--- config.mk ---
export PLATFORM = sky130hd
export DESIGN_NAME = scm_fifo_ctrl
export DESIGN_NICKNAME = d
export VERILOG_FILES = /design/src/rtl/scm_pkg.sv /design/src/rtl/scm_wrap_cnt.sv /design/src/rtl/scm_fifo_ctrl.sv
export SDC_FILE = /design/constraint.sdc
export NUM_CORES = 1
export LEC_CHECK = 0
export ABC_AREA = 0
export CAP_MARGIN = 20
export CORE_MARGIN = 5
export CORE_UTILIZATION = 35
export DETAILED_ROUTE_END_ITERATION = 10
export PLACE_DENSITY = 0.87
export SLEW_MARGIN = 20
export SYNTH_ARGS = -nofsm -noshare
export SYNTH_HDL_FRONTEND = slang
export SYNTH_HIERARCHICAL = 1
export SYNTH_SLANG_ARGS = --single-unit
export TNS_END_PERCENT = 50
--- constraint.sdc ---
create_clock -name clk_i -period 3.3 [get_ports clk_i]
set_clock_uncertainty 0.15 [all_clocks]
set_input_delay 0.33 -clock clk_i [delete_from_list [all_inputs] [get_ports clk_i]]
set_output_delay 0.33 -clock clk_i [all_outputs]
set_load 0.005 [all_outputs]
--- src/rtl/scm_pkg.sv ---
// Shared width helpers for the SCM FIFO controller and its pointer counters.
package scm_pkg;

  function automatic int ptr_width(input int depth);
    return (depth > 1) ? $clog2(depth) : 1;
  endfunction

  function automatic int cnt_width(input int depth);
    return $clog2(depth + 1);
  endfunction

endpackage

--- src/rtl/scm_wrap_cnt.sv ---
// Row pointer that wraps from DEPTH-1 back to 0; DEPTH need not be a power of two.
module scm_wrap_cnt
  import scm_pkg::*;
#(
  parameter int DEPTH = 64
) (
  input  logic                        clk_i,
  input  logic                        rst_ni,
  input  logic                        clr_i,
  input  logic                        inc_i,
  output logic [ptr_width(DEPTH)-1:0] cnt_o
);

  localparam int PW = ptr_width(DEPTH);
  localparam logic [PW-1:0] LAST = PW'(DEPTH - 1);

  logic [PW-1:0] cnt_q;
  logic [PW-1:0] cnt_d;

  always_comb begin
    cnt_d = cnt_q;
    if (clr_i) begin
      cnt_d = '0;
    end else if (inc_i) begin
      cnt_d = (cnt_q == LAST) ? '0 : cnt_q + PW'(1);
    end
  end

  always_ff @(posedge clk_i or negedge rst_ni) begin
    if (!rst_ni) begin
      cnt_q <= '0;
    end else begin
      cnt_q <= cnt_d;
    end
  end

  assign cnt_o = cnt_q;

endmodule

--- src/rtl/scm_fifo_ctrl.sv ---
// Valid/ready FIFO sequencing for a latch-based 1R1W SCM: pointers, occupancy
// and the two-cycle write-to-read visibility delay of the SCM write path.
module scm_fifo_ctrl
  import scm_pkg::*;
#(
  parameter int WORD_WIDTH = 25,
  parameter int DEPTH      = 64
) (
  input  logic                        clk_i,
  input  logic                        rst_ni,
  input  logic                        flush_i,
  input  logic                        in_valid_i,
  output logic                        in_ready_o,
  input  logic [WORD_WIDTH-1:0]       in_data_i,
  output logic                        out_valid_o,
  input  logic                        out_ready_i,
  output logic [WORD_WIDTH-1:0]       out_data_o,
  output logic [cnt_width(DEPTH)-1:0] usage_o,
  output logic                        scm_we_o,
  output logic [ptr_width(DEPTH)-1:0] scm_waddr_o,
  output logic [WORD_WIDTH-1:0]       scm_wdata_o,
  output logic [ptr_width(DEPTH)-1:0] scm_raddr_o,
  input  logic [WORD_WIDTH-1:0]       scm_rdata_i
);

  localparam int CW = cnt_width(DEPTH);
  localparam logic [CW-1:0] FULL = CW'(DEPTH);

  logic          push;
  logic          pop;
  logic          commit_p1;
  logic [CW-1:0] usage_q;
  logic [CW-1:0] usage_d;
  logic [CW-1:0] vis_q;
  logic [CW-1:0] vis_d;

  // Ready is a function of occupancy only, so out_ready_i never reaches in_ready_o.
  assign in_ready_o  = (usage_q < FULL) & ~flush_i;
  assign out_valid_o = (vis_q != '0) & ~flush_i;
  assign push        = in_valid_i & in_ready_o;
  assign pop         = out_valid_o & out_ready_i;

  assign scm_we_o    = push & rst_ni;
  assign scm_wdata_o = in_data_i;
  assign out_data_o  = scm_rdata_i;
  assign usage_o     = usage_q;

  scm_wrap_cnt #(.DEPTH(DEPTH)) u_wptr (
    .clk_i  (clk_i),
    .rst_ni (rst_ni),
    .clr_i  (flush_i),
    .inc_i  (push),
    .cnt_o  (scm_waddr_o)
  );

  scm_wrap_cnt #(.DEPTH(DEPTH)) u_rptr (
    .clk_i  (clk_i),
    .rst_ni (rst_ni),
    .clr_i  (flush_i),
    .inc_i  (pop),
    .cnt_o  (scm_raddr_o)
  );

  always_comb begin
    usage_d = usage_q;
    vis_d   = vis_q;
    if (flush_i) begin
      usage_d = '0;
      vis_d   = '0;
    end else begin
      case ({push, pop})
        2'b10:   usage_d = usage_q + CW'(1);
        2'b01:   usage_d = usage_q - CW'(1);
        default: usage_d = usage_q;
      endcase
      case ({commit_p1, pop})
        2'b10:   vis_d = vis_q + CW'(1);
        2'b01:   vis_d = vis_q - CW'(1);
        default: vis_d = vis_q;
      endcase
    end
  end

  // Stage p1: push seen one cycle ago, becomes readable after this edge.
  always_ff @(posedge clk_i or negedge rst_ni) begin
    if (!rst_ni) begin
      commit_p1 <= 1'b0;
      usage_q   <= '0;
      vis_q     <= '0;
    end else begin
      commit_p1 <= push & ~flush_i;
      usage_q   <= usage_d;
      vis_q     <= vis_d;
    end
  end

endmodule

==> out/metrics.cfg <==
[run_status]
run_status=complete, no violations

[floorplanning]
fp.dieArea_sq_mm=0.007821
num_rows=28
initial_utilization_pct=36.16
num_io_pins=127
die_y_um=88.44
fp.dieW_um=88.44
design.core.area_sq_mm=0.005956

[timing]
setup_viol=0
rsz0062_at_grt=no
relSlewSlack_pct=67.57
hold_viol=0
fin_crit_sh_pct=96.50
tightest_slew_ns=0.4847
finalSetupTns_ns=0
fin_crit_ns=3.184
worst_slack_ns=0.1156
whs_ns=0.3291
final-max-slew-violation-count=0
fmax_mhz=314.0

[global_route]
grt_pass1_vias=1481
grt_overflow=0
grt_pass1_wl_mm=6.962
grt_max_degree=34
track_usage_pct=11.41
grt_antenna_before_repair=0

[routing]
drc=0
num_vias=1558
first_pass_iters=4
wl_per_cell_um=14.99
viasPerCell=5.354
wl_mm=4.361
drt_iter0_markers=88
ant_nets=0

[place]
io_buffers=26
dp_cells=287
dp_hpwl_mm=3.163
place.gp.congestion=0.8527
place_ws_ns=0.008393

[power_and_ir_drop]
peakVddDrop_mv=0.1888
p_leak_nw=0.9279
powerDensity_mw_per_mm2=629.8
p_int_uw=836.9
combPwrFrac_pct=50.9
pwr-share-seq_pct=35.2
p_sw_share_pct=39.70
switching_power_uw=550.9
clock_power_share_pct=13.8

[job]
max_cap_viol_count=0

[final_layout]
areaGrowthSynthToFinish_pct=2.324
instances_no_fill=291
final_cell_mix=27 x dfrtp_1, 26 x clkdlybuf4s50_1, 19 x nor2_1
finalNetCount=286
fillers=600
insertedDiodeCount=0
final_common_cell=dfrtp_1
drive_gt1_share_pct=9.259

[synth]
ys_seq_area_share_pct=31.38
syn_nets=304
synthCells=235
netlist_area_sq_mm=0.002153
synth_cell_types=41
avgSynthCellArea_sq_um=9.163
yosysWarnings=6
ys_ff_latch=27

[clocking]
cts_resized=0
clk_latency_ns=0.28
clock-sinks=27
hold_buffers=0
root_buffer=clkbuf_8
cts_buffer_depth=2
cts_buffers=3
h-tree-depth=1
cts_tree=yes
clk_pin_slew_ns=0.10
cts_setup_buffers=0

[critical_path]
cp.arrival_ns=3.24
cp.depth=9
cp.required_ns=3.36
critPathBufInv=0
worst_setup_path_end_kind=register
path_delay_family=compound AO/OA/AOI/OAI gates
max_stage_delay_ns=0.59
critPathLaunch=vis_q[5]$_DFFE_PN0P_
cp-endpoint=vis_q[6]$_DFFE_PN0P_
cp_max_fo=5
timing.rr.end=vis_q[6]$_DFFE_PN0P_
r2r_setup_slack_ns=0.12
crit_slowest_cell=or4_4
reg2reg_from=vis_q[5]$_DFFE_PN0P_
ff2ff_path_depth=9
worstPathCellList=or4_4, o21ai_4, nor2_1, fa_1, a211oi_2, o21bai_1, a2111o_1, a21o_1, a21oi_1
startpoint_type=register
crit_type=reg2reg

[hold_path]
hold_path_class=in2async

-- Yosys cell counts --
cell | number | area share, %
o21ba_2 | 1 | 0.46
nor3b_1 | 1 | 0.35
nand2_1 | 14 | 2.4
nor2b_1 | 5 | 1.5
buf_4 | 50 | 17
mux2i_1 | 2 | 0.93
a21oi_1 | 9 | 2.1
nand3_2 | 2 | 0.93
a22oi_1 | 2 | 0.70
nand3_1 | 6 | 1.4
xor2_1 | 6 | 2.4
dfrtp_1 | 27 | 31
mux2_4 | 1 | 0.70
or4_4 | 1 | 0.52
o21bai_1 | 4 | 1.4
or2_0 | 1 | 0.29
buf_2 | 3 | 0.70
o21ai_4 | 2 | 1.5
nor3_1 | 1 | 0.23
ha_1 | 12 | 7.0
nor2_1 | 19 | 3.3
xnor2_1 | 3 | 1.2
nand4_1 | 4 | 1.2
o31ai_1 | 4 | 1.4
buf_6 | 1 | 0.52
and3_1 | 1 | 0.29
nand3b_1 | 2 | 0.70
fa_1 | 2 | 1.9
a31oi_1 | 3 | 0.87
a2111o_1 | 1 | 0.52
or3_1 | 3 | 0.87
o21ai_0 | 9 | 2.1
mux2_2 | 1 | 0.52
o41ai_1 | 4 | 1.6
a21o_1 | 6 | 2.1
clkbuf_1 | 1 | 0.17
inv_1 | 3 | 0.52
a211oi_1 | 8 | 2.8
o2111ai_1 | 1 | 0.41
nand2b_1 | 7 | 2.0
a21boi_0 | 2 | 0.70
-- per-stage QoR --
stage	power, mW	util (%)	instance area [sq um]
after floorplan	0.9984	-	2153
after global placement	1.160	36.05	2147
after detailed placement	1.185	36.05	2147
after CTS	1.389	36.83	2193
after global routing	1.498	37.00	2203
final	1.388	37.00	2203
-- sequential cells by signal, summed over array words and instances (netlist names) --
register	flops
u_rptr/cnt_o	6
commit_p1	1
u_wptr/cnt_o	6
vis_q	7
usage_o	7
-- layout make-up --
type	instances	area, sq um	share of cell area (%)
Clock buffer	3	41.29	1.874
Clock inverter	1	5.005	0.2271
Inverter	3	11.26	0.5111
Multi-Input combinational cell	150	1071	48.61
Sequential cell	27	675.6	30.66
Tap cell	75	93.84	4.259
Timing Repair Buffer	32	305.3	13.86
-- layer usage --
metal	part of all wire (%)	GRT usage, %
met3	8.2	3.352
met4	2.4	5.907
met1	43	13.31
met2	47	18.97
met5	0	0
-- cells by family (layout without fill, tap and decap cells) --
group	count (synthesis)	count (layout)	synth area share, %
flip-flops	27	27	31.38
AO/OA/AOI/OAI	56	56	18.65
adder cells (fa/ha/maj)	14	14	8.832
multiplexers	4	4	2.150
buffers and inverters	58	39	19.35
XOR/XNOR	9	9	3.661
AND/OR/NAND/NOR	67	67	15.98
-- worst min-delay path by stage --
stage / depth (start not counted) / slack, ns / end
6_report: 2 / 0.33 / usage_o[4]$_DFFE_PN0P_
5_1_grt: 2 / 0.38 / usage_o[4]$_DFFE_PN0P_
4_1_cts: 2 / 0.35 / usage_o[4]$_DFFE_PN0P_
3_5_place_dp: 2 / 0.36 / usage_o[3]$_DFFE_PN0P_
3_3_place_gp: 2 / 0.35 / usage_o[4]$_DFFE_PN0P_
2_1_floorplan: 0 / -0.12 / commit_p1$_DFF_PN0_
-- power by group through the flow --
stage	registers, mW	clock network, mW	logic [mW]
6_report	0.489	0.192	0.707
5_1_grt	0.502	0.215	0.781
4_1_cts	0.488	0.201	0.699
3_5_place_dp	0.493	0	0.692
3_3_place_gp	0.491	0	0.669
2_1_floorplan	0.483	0	0.515
(Power assumes the default switching activity.)
